## src/rtl/pipe_stage_reg.sv

```systemverilog
// Pipeline stage register with a skid buffer, hazard-bubble insertion, flush
// and a saturating stall counter. in_ready comes only from state flops, never from out_ready.
module pipe_stage_reg #(
  parameter int                DATA_W   = 32,
  parameter int                CTRL_W   = 10,
  parameter logic [CTRL_W-1:0] CTRL_NOP = '0,
  parameter int                CNT_W    = 16
) (
  input  logic              clk,
  input  logic              rst,
  input  logic              in_valid,
  output logic              in_ready,
  input  logic [DATA_W-1:0] in_data,
  input  logic [CTRL_W-1:0] in_ctrl,
  input  logic              in_bubble,
  output logic              out_valid,
  input  logic              out_ready,
  output logic [DATA_W-1:0] out_data,
  output logic [CTRL_W-1:0] out_ctrl,
  input  logic              flush,
  input  logic              cnt_clr,
  output logic [1:0]        occupancy,
  output logic [CNT_W-1:0]  stall_cnt
);

  // Encoding equals the number of held entries, so occupancy is the state itself.
  typedef enum logic [1:0] {
    EMPTY = 2'd0,
    FULL  = 2'd1,
    SKID  = 2'd2
  } state_t;

  state_t              state;
  logic [DATA_W-1:0]   main_data, skid_data;
  logic [CTRL_W-1:0]   main_ctrl, skid_ctrl;
  logic [CTRL_W-1:0]   in_ctrl_eff;
  logic                in_xfer, out_xfer;

  assign in_ready    = (state != SKID);
  assign out_valid   = (state != EMPTY);
  assign occupancy   = state;
  assign out_data    = main_data;
  assign out_ctrl    = main_ctrl;
  assign in_xfer     = in_valid && in_ready;
  assign out_xfer    = out_valid && out_ready;
  assign in_ctrl_eff = in_bubble ? CTRL_NOP : in_ctrl;

  // NOTE: sequential state uses non-blocking assignments so every flop samples
  // pre-edge values; the payload registers are reset too because their reset
  // values are visible on out_data/out_ctrl.
  always_ff @(posedge clk or posedge rst) begin
    if (rst) begin
      state     <= EMPTY;
      main_data <= '0;
      main_ctrl <= CTRL_NOP;
      skid_data <= '0;
      skid_ctrl <= '0;
    end else if (flush) begin
      state <= EMPTY;
    end else begin
      case (state)
        EMPTY: begin
          if (in_xfer) begin
            main_data <= in_data;
            main_ctrl <= in_ctrl_eff;
            state     <= FULL;
          end
        end
        FULL: begin
          if (in_xfer && out_xfer) begin
            main_data <= in_data;
            main_ctrl <= in_ctrl_eff;
          end else if (out_xfer) begin
            state <= EMPTY;
          end else if (in_xfer) begin
            skid_data <= in_data;
            skid_ctrl <= in_ctrl_eff;
            state     <= SKID;
          end
        end
        SKID: begin
          if (out_xfer) begin
            main_data <= skid_data;
            main_ctrl <= skid_ctrl;
            state     <= FULL;
          end
        end
        default: state <= EMPTY;
      endcase
    end
  end

  // Counts stalled cycles independent of flush; clear wins over increment.
  always_ff @(posedge clk or posedge rst) begin
    if (rst) begin
      stall_cnt <= '0;
    end else if (cnt_clr) begin
      stall_cnt <= '0;
    end else if (out_valid && !out_ready && (stall_cnt != {CNT_W{1'b1}})) begin
      stall_cnt <= stall_cnt + 1'b1;
    end
  end

endmodule

```

## config.mk

```make
export PLATFORM = sky130hd
export DESIGN_NAME = pipe_stage_reg
export DESIGN_NICKNAME = d
export VERILOG_FILES = /design/src/rtl/pipe_stage_reg.sv
export SDC_FILE = /design/constraint.sdc
export NUM_CORES = 1
export LEC_CHECK = 0
export CAP_MARGIN = 0
export CORE_MARGIN = 2
export CORE_UTILIZATION = 54
export DETAILED_ROUTE_END_ITERATION = 8
export GPL_TIMING_DRIVEN = 0
export PLACE_DENSITY = 0.95
export RECOVER_POWER = 100
export SYNTH_ARGS = -nofsm -noshare
export SYNTH_HDL_FRONTEND = slang
export SYNTH_SLANG_ARGS = --single-unit
```

## constraint.sdc

```tcl
create_clock -name clk -period 7.2 [get_ports clk]
set_clock_uncertainty 0.05 [all_clocks]
set_input_delay 0.72 -clock clk [delete_from_list [all_inputs] [get_ports clk]]
set_output_delay 0.72 -clock clk [all_outputs]
set_load 0.02 [all_outputs]
```

==> flow_summary.toml, run 1 <==
[clock_network]
clock-root-buffer = "clkbuf_8"
cts_tree = "built"
postCtsHoldBufs = 0
cts_resized = 0
cts_sinks = 102
clk_pin_slew_worst_paths_ns = 0.11
clock_latency_ns = 0.36
htree_levels = 3
clk_path_buf_depth = 2
post_cts_buffers = 0
numCtsBuffers = 9

[floorplanning]
ios = 111
die_w_um = 98.0
fp.dieH_um = 98.0
core_area_mm2 = 0.00864
start_util = 0.553
rows = 34
dieArea_mm2 = 0.00960

[job]
maxCapViolations = 1

[hold_path]
whs_path_depth = 2
min_path_type = "flop to flop"

[pwr]
internal_power_mw = 0.995
irDropWorstVdd_v = 0.000172
p_clk_frac = 0.239
power_switching_mw = 0.416
power.leakage_nw = 2.62
pwr_density_cell_mw_per_mm2 = 230
p_seq_frac = 0.522
netSwitchingFraction = 0.295
comb_power_share = 0.239

[global_route]
grt.total_usage = 0.220
grt_pass1_wl_mm = 16.9
grt_start_max_net_pins = 53
first_global_vias = 3475
antenna_found_initial = 1
overflow = 0

[logic_synthesis]
synth_top_family_by_area = "multiplexers"
synth_simple_gate_area_share = 0.120
ys_warn_count = 0
ys_seq_area_frac = 0.535
synthMuxAreaShare = 0.262
yosys.cell_count.top_type = "mux2_2"
synth_seq_cells = 102
yosysTopAreaCell = "dfrtp_1"
synth_xor_area_frac = 0
synth_top_area_frac = 0.535
synthTopCellsByArea = "dfrtp_1 53%, mux2_2 25%, o21ai_0 2.3%"
netlist_instances = 374
async_reset_ff_frac = 1.00
synth_area_mm2 = 0.00477
yosys_most_used_dff = "dfrtp_1"
synth_compound_area_frac = 0.0564
synth-edff-count = 0
syn_nets = 424
synth.distinct_cells = 40
synth_common_cells = "107 x mux2_2, 102 x dfrtp_1, 25 x nand2_1"
syn_area_per_cell_um2 = 12.8
synth_fa_ha_area_frac = 0.00262

[worst_setup_path]
path_cells = "nor2b_1 -> clkbuf_1 -> inv_2 -> buf_2 -> dlygate4sd3_1"
crit_family = "buffers and inverters"
r2r_cells = 6
cpMaxStageDelayCell = "dlygate4sd3_1"
cp.required_ns = 6.43
crit_type = "flop to output port"
cpPeakStageDelay_ns = 0.67
worst-path-stages = 5
cp_max_fo = 10
end_kind = "output port"
critPathArrivalTime_ns = 2.32
start_kind = "flop"
cp.buffers_inverters = 4

[placement]
dpl_cell_area_mm2 = 0.00604
gp_congestion = 0.835
placed_cells = 593
dpl.hpwl_mm = 7.51
portBuffers = 110

[sta]
tns_ns = 0
post-route-period-util = 0.429
slew_headroom = -0.586
rsz0062_at_grt = "false"
hold_slack_ns = 0.444
setup_viol = 0
min_period_ns = 3.09
slew_viol_final = 52
finalHoldViolCount = 0
clock.fmax_mhz = 324
tightestPinTransition_ns = 2.37

[finish]
final_util = 0.711
area_growth_pct = 28.6
fin_area_mm2 = 0.00614
drive_above_1_share = 0.265
fin_cells = 610
fin_nets = 546

[route]
via_count = 3339
wl_per_cell_um = 16.9
post-route-drc-count = 0
detail_route.iter0.violations = 99
antenna_left = 0
drt_pass1_iterations = 4
viasPerCell = 5.47
detail_route.wirelength_mm = 10.3

[run_status]
status = "finished, violations left"
violations = "max-capacitance violations, max-slew violations"
[worst reg2reg max path, cell delays in order, from the launching register on]
cell	delay [ns]
dfrtp_1	0.49
nor2b_1	0.14
clkbuf_1	0.39
o21ai_0	0.19
a21oi_1	0.50
clkbuf_1	0.55
mux2_2	0.42
[layout by cell type, fill, tap and decap left out, types with 4 or more instances in the layout]
master and n:
clkdlybuf4s50_1 45, nand2b_1 17, nand2_1 25, clkbuf_8 9, mux2_2 106, dfrtp_1 102
o31ai_1 4, o21ai_0 23, dlygate4sd3_1 65, clkbuf_1 15, nand4_1 4, mux2_1 4
nor2_1 7, nor3_1 6, or3_1 6, nand3_1 7, nor2b_1 8, a21oi_1 11
[flip-flops by register name (all words and copies together), names as in the netlist]
name / flops
out_data: 32
skid_data: 32
stall_cnt: 16
out_ctrl: 10
skid_ctrl: 10
occupancy: 2
[power by group through the flow]
| stage | combinational (mW) | clock [mW] | sequential, mW |
|---|---|---|---|
| floorplan | 0.142 | 0 | 0.795 |
| CTS | 0.364 | 0.344 | 0.739 |
| global placement | 0.347 | 0 | 0.740 |
| global route | 0.361 | 0.363 | 0.751 |
| detailed placement | 0.363 | 0 | 0.751 |
| finish | 0.337 | 0.337 | 0.737 |
[worst paths after layout]
kind / startpoint / to / slack (ns)
min in group asynchronous: rst / skid_data[16] / 1.41
setup / recovery: occupancy[0] / in_ready / 4.11
hold reg to reg: skid_ctrl[0] / skid_ctrl[0] / 0.44
max in group asynchronous: rst / out_data[17] / 4.61
setup reg to reg: occupancy[0] / out_data[12] / 4.37
hold / removal: skid_ctrl[0] / skid_ctrl[0] / 0.44
[layout make-up]
type                    instances  area (µm²)
inverters                       4        16.3
fillers                       608        2500
plain buffers                  18        71.3
clock buffers                   9         124
flip-flops and latches        102        2550
well taps                     108         135
diodes                          1        2.50
multi-input cells             250        2050
clock inverters                 7        57.6
repair buffers                111        1130
[cells by family (layout without fill, tap and decap cells)]
kind of cell             after synthesis  after routing
multiplexers                         111            111
flip-flops                           102            102
AND/OR/NAND/NOR                       93             93
AO/OA/AOI/OAI                         45             45
buffers and inverters                 22            149
adder cells (fa/ha/maj)                1              1
other                                  0              1
[per-stage QoR]
| stage | setup WS, ns | total power, mW |
|---|---|---|
| 2_1_floorplan | 3.75 | 0.937 |
| 6_report | 4.11 | 1.41 |
| 5_1_grt | 3.94 | 1.48 |
| 3_3_place_gp | 2.33 | 1.09 |
| 3_5_place_dp | 4.36 | 1.11 |
| 4_1_cts | 4.32 | 1.45 |
[routing by layer]
layer,share of wire,vias to the layer above,global-route usage
li1,-,1581,-
met3,0.041,12,0.0465
met1,0.43,1666,0.269
met5,0,-,0
met4,0.013,0,0.0694
met2,0.52,80,0.389
(Power assumes the default switching activity.)
==> run 2: changes to the inputs <==
--- a/config.mk
+++ b/config.mk
@@ -7,10 +7,10 @@
 export LEC_CHECK = 0
 export CAP_MARGIN = 0
 export CORE_MARGIN = 2
-export CORE_UTILIZATION = 54
+export CORE_UTILIZATION = 45
 export DETAILED_ROUTE_END_ITERATION = 8
 export GPL_TIMING_DRIVEN = 0
-export PLACE_DENSITY = 0.95
+export PLACE_DENSITY = 0.88
 export RECOVER_POWER = 100
 export SYNTH_ARGS = -nofsm -noshare
 export SYNTH_HDL_FRONTEND = slang
==> constraint.sdc (replaced) <==
create_clock -name clk -period 2.8 [get_ports clk]
set_clock_uncertainty 0.05 [all_clocks]
set_input_delay 0.28 -clock clk [delete_from_list [all_inputs] [get_ports clk]]
set_output_delay 0.28 -clock clk [all_outputs]
set_load 0.02 [all_outputs]
==> run 2 against run 1 <==
- the run now ends clean
- wire length down 1.3%
- total power grew to 2.6 times the previous value
- non-clock buffer count up 1
- setup slack worse by 3.8 ns
- sequential power grew to 2.6 times the previous value
- clock power rose to 2.6 times the previous value
- combinational power rose to 2.6 times the previous value
- sequential share of layout area is essentially flat
- core utilization down 12 points
- sequential cell count is the same
- cell count up 4.6%
- first-iteration DRC count grew 24%
==> flow_summary.toml, run 2 (synthesis gave the netlist of run 1 again) <==
[finish]
mostFrequentLayoutCells = "105 x mux2_2, 102 x dfrtp_1, 63 x dlygate4sd3_1"
drive_above_1_share = 0.271
area_growth_pct = 28.7
layout_commonest_cell = "mux2_2"
fin_nets = 547
diodes = 0

[worst_setup_path]
r2r-start = "occupancy[0]"
crit_type = "flop to output port"
cpPeakStageDelay_ns = 0.71
r2r_cells = 6
r2r-end = "out_data[0]"
path_cells = "nor2b_1 -> buf_4 -> inv_2 -> buf_2 -> dlygate4sd3_1"
end_kind = "output port"
r2r_setup_slack_ns = 0.37
cp.required_ns = 2.47
cp.buffers_inverters = 4
start_kind = "flop"
crit_family = "buffers and inverters"
critPathArrivalTime_ns = 2.11
cp_max_fo = 10
cpMaxStageDelayCell = "dlygate4sd3_1"

[floorplanning]
fp.dieH_um = 107
die_w_um = 107
core_area_mm2 = 0.0103
start_util = 0.462
dieArea_mm2 = 0.0114
ios = 111
rows = 37

[clock_network]
cts_sinks = 102
clock_latency_ns = 0.35
postCtsHoldBufs = 0
post_cts_buffers = 0
clock-root-buffer = "clkbuf_8"
cts_resized = 0
htree_levels = 3
cts_tree = "built"
clk_pin_slew_worst_paths_ns = 0.10
clk_path_buf_depth = 2
numCtsBuffers = 9

[sta]
post-route-period-util = 0.873
finalHoldViolCount = 0
tightestPinTransition_ns = 1.07
rsz0062_at_grt = "false"
clock.fmax_mhz = 409
setup_viol = 0
tns_ns = 0
slew_viol_final = 0
min_period_ns = 2.44
slew_headroom = 0.289
hold_slack_ns = 0.438
setup_ws_ns = 0.355

[placement]
dpl.hpwl_mm = 7.47
gp_congestion = 0.824
portBuffers = 110
pre_cts_ws_ns = 0.315

[route]
antenna_left = 0
via_count = 3393
drt_pass1_iterations = 4
post-route-drc-count = 0
viasPerCell = 5.32
detail_route.iter0.violations = 123
detail_route.wirelength_mm = 10.2
wl_per_cell_um = 15.9

[global_route]
grt_start_max_net_pins = 43
overflow = 0
first_global_vias = 3425
grt_pass1_wl_mm = 16.7
antenna_found_initial = 0
grt.total_usage = 0.185

[pwr]
irDropWorstVdd_v = 0.000310
power_mw = 3.62
pwr_density_cell_mw_per_mm2 = 589
power.leakage_nw = 2.63

[hold_path]
min_path_type = "primary input to async pin"

[job]
maxCapViolations = 0

[run_status]
status = "finished clean"
[run 2: cell count changes in the layout (fill, tap and decap cells not counted), sizes merged]
| cell | delta |
|---|---|
| clkdlybuf4s50 | +2 |
| clkinvlp | -2 |
| dlygate4sd3 | -2 |
| buf | +1 |
| clkinv | +1 |
| diode | -1 |
| inv | +1 |
[run 2: where the power goes]
group          internal [mW]  switching, mW  leakage, nW
Sequential              1.75          0.138         1.28
Combinational          0.471          0.390         1.25
Clock                  0.337          0.532       0.0959
Total                   2.56           1.06         2.63
[run 2: cell type report]
| class | count | area [µm²] |
|---|---|---|
| multi-input combinational | 250 | 2030 |
| timing repair buffer | 112 | 1110 |
| buffer | 18 | 82.6 |
| fill | 839 | 4180 |
| tap | 136 | 170 |
| inverter | 4 | 16.3 |
| clock buffer | 9 | 124 |
| sequential | 102 | 2550 |
| clock inverter | 7 | 56.3 |
[run 2: stage by stage]
stage	instances	utilization	instance area [µm²]
global placement	620	0.586	6050
floorplan	374	-	4780
detailed placement	622	0.590	6090
finish	638	0.595	6140
global route	638	0.595	6140
CTS	638	0.607	6270
[run 2: how the worst max path moves through the flow]
stage | depth (start not counted) | end | from
finish | 5 | in_ready | occupancy[1]
global route | 6 | out_data[0] | occupancy[0]
floorplan | 6 | out_data[0] | occupancy[1]
CTS | 5 | in_ready | occupancy[1]
detailed placement | 6 | out_data[10] | in_valid
global placement | 2 | skid_data[22] | rst
[run 2: metal layers]
metal	vias to the layer above	global-route usage	share of wire
li1	1587	-	-
met1	1679	0.238	0.43
met3	17	0.0377	0.047
met4	0	0.0612	0.016
met2	110	0.315	0.50
met5	-	0	0
==> run 3: changes to the inputs <==
--- a/config.mk
+++ b/config.mk
@@ -7,10 +7,11 @@
 export LEC_CHECK = 0
 export CAP_MARGIN = 0
 export CORE_MARGIN = 2
-export CORE_UTILIZATION = 45
+export CORE_UTILIZATION = 55
 export DETAILED_ROUTE_END_ITERATION = 8
+export DONT_BUFFER_PORTS = 1
 export GPL_TIMING_DRIVEN = 0
-export PLACE_DENSITY = 0.88
+export PLACE_DENSITY = 0.85
 export RECOVER_POWER = 100
 export SYNTH_ARGS = -nofsm -noshare
 export SYNTH_HDL_FRONTEND = slang
==> run 3 against run 2 <==
- via count shrank 11%
- highest routed layer unchanged
- largest cell class unchanged
- sequential power up 10%
- non-clock buffer count is 97 lower
- worst hold slack got worse by 0.42 ns
- core utilization increased by 3.3 points
- critical path depth rose by 1
- clock power up 28%
- cell count shrank 20%
- clock-buffer cell count increased by 1
- setup slack improved by 0.047 ns
- design area shrank 15%
==> flow_summary.toml, run 3 (synthesis gave the netlist of run 1 again) <==
[worst_setup_path]
r2r-start = "occupancy[1]"
start_kind = "flop"
worst_path_most_repeated_cell = "mux2_2"
crit_type = "flop to flop"
end_kind = "flop"
cp.required_ns = 2.99
r2r_setup_slack_ns = 0.40
r2r-end = "out_data[2]"
r2r_cells = 6
cpMaxStageDelayCell = "clkbuf_1"
critPathArrivalTime_ns = 2.59
cpPeakStageDelay_ns = 0.60
path_cells = "nor2b_1 -> buf_4 -> inv_1 -> clkbuf_1 -> mux2_2 -> mux2_2"
cp_max_fo = 10

[route]
drt_pass1_iterations = 4
viasPerCell = 5.95
detail_route.wirelength_mm = 9.72
wl_per_cell_um = 19.1
via_count = 3030
post-route-drc-count = 0
detail_route.iter0.violations = 116
antenna_left = 0

[sta]
setup_viol = 0
slew_viol_final = 0
tightestPinTransition_ns = 1.03
tns_ns = 0
rsz0062_at_grt = "false"
post-route-period-util = 0.856
finalHoldViolCount = 0
slew_headroom = 0.315
clock.fmax_mhz = 417
min_period_ns = 2.40

[floorplanning]
die_w_um = 97.1
rows = 33
start_util = 0.575
core_area_mm2 = 0.00830
fp.dieH_um = 97.1
ios = 111
dieArea_mm2 = 0.00944

[finish]
diodes = 0
area_growth_pct = 9.18
layout_commonest_cell = "mux2_2"
drive_above_1_share = 0.337
fin_nets = 450
final_util = 0.628
mostFrequentLayoutCells = "107 x mux2_2, 102 x dfrtp_1, 25 x nand2_1"
fin_cells = 509

[clock_network]
cts_tree = "built"
numCtsBuffers = 9
clk_path_buf_depth = 2
clk_pin_slew_worst_paths_ns = 0.10
htree_levels = 3
clock_latency_ns = 0.35
cts_sinks = 102
clock-root-buffer = "clkbuf_8"
cts_resized = 0

[global_route]
grt_pass1_wl_mm = 16.5
grt.total_usage = 0.216
grt_start_max_net_pins = 43
overflow = 0
first_global_vias = 3313
antenna_found_initial = 0

[placement]
portBuffers = 0
placed_cells = 481
dpl.hpwl_mm = 6.89
gp_congestion = 0.765

[pwr]
power.leakage_nw = 2.19
pwr_density_cell_mw_per_mm2 = 694
irDropWorstVdd_v = 0.000399

[run_status]
status = "finished clean"

[hold_path]
whs_path_depth = 2
whs_endpoint = "occupancy[0]"
min_path_type = "primary input to flop"
worstHoldStart = "out_ready"

[job]
maxCapViolations = 0
-- run 3: final cells by class --
class	instances	area, µm²
Multi-Input combinational cell	250	2030
Clock buffer	10	138
Inverter	4	16.3
Sequential cell	102	2550
Fill cell	653	3090
Tap cell	105	131
Timing Repair Buffer	15	140
Clock inverter	5	106
Buffer	18	95.1
-- run 3: worst max-delay path: cells and delay by family (launching register included) --
family | cells | cell delay [ns]
simple gates | 1 | 0.19
flops | 1 | 0.51
mux | 2 | 0.69
buf+inv | 3 | 0.86
-- run 3: worst max path at each step --
stage                            start            to  slack [ns]  cells past startpoint
after floorplan           occupancy[1]   out_data[0]        0.94                      6
after global placement    occupancy[1]  out_data[10]        0.68                      6
after detailed placement  occupancy[0]  out_data[10]        0.64                      6
after CTS                 occupancy[1]  out_data[10]        0.60                      6
after global routing      occupancy[1]   out_data[5]        0.25                      6
final                     occupancy[1]   out_data[2]        0.40                      6
-- run 3: report_power, final --
| part | internal [mW] | switching [mW] | leakage, nW |
|---|---|---|---|
| combinational | 0.268 | 0.167 | 0.791 |
| sequential | 1.75 | 0.325 | 1.28 |
| clock | 0.617 | 0.488 | 0.119 |
-- run 3: stage by stage --
stage | hold slack [ns] | area, µm² | setup WS [ns] | power (mW)
after floorplan | 0.293 | 4780 | 0.938 | 2.41
after global placement | 0.296 | 4910 | 0.676 | 2.49
after detailed placement | 0.159 | 4950 | 0.642 | 2.55
after CTS | 0.00549 | 5220 | 0.604 | 3.66
after global routing | -0.000301 | 5210 | 0.253 | 3.80
final | 0.0184 | 5210 | 0.402 | 3.62
-- run 3: what timing repair did --
item,in CTS,in global routing
endpoints found under the hold margin,21,10
buffers inserted,0,0
hold buffers,3,10
-- run 3: metal layers --
metal / GRT usage / vias up / routed length, µm
li1: - / 1387 / -
met1: 0.266 / 1533 / 3880
met2: 0.365 / 99 / 4980
met3: 0.0683 / 11 / 716
met4: 0.0661 / 0 / 137
met5: 0 / - / 0
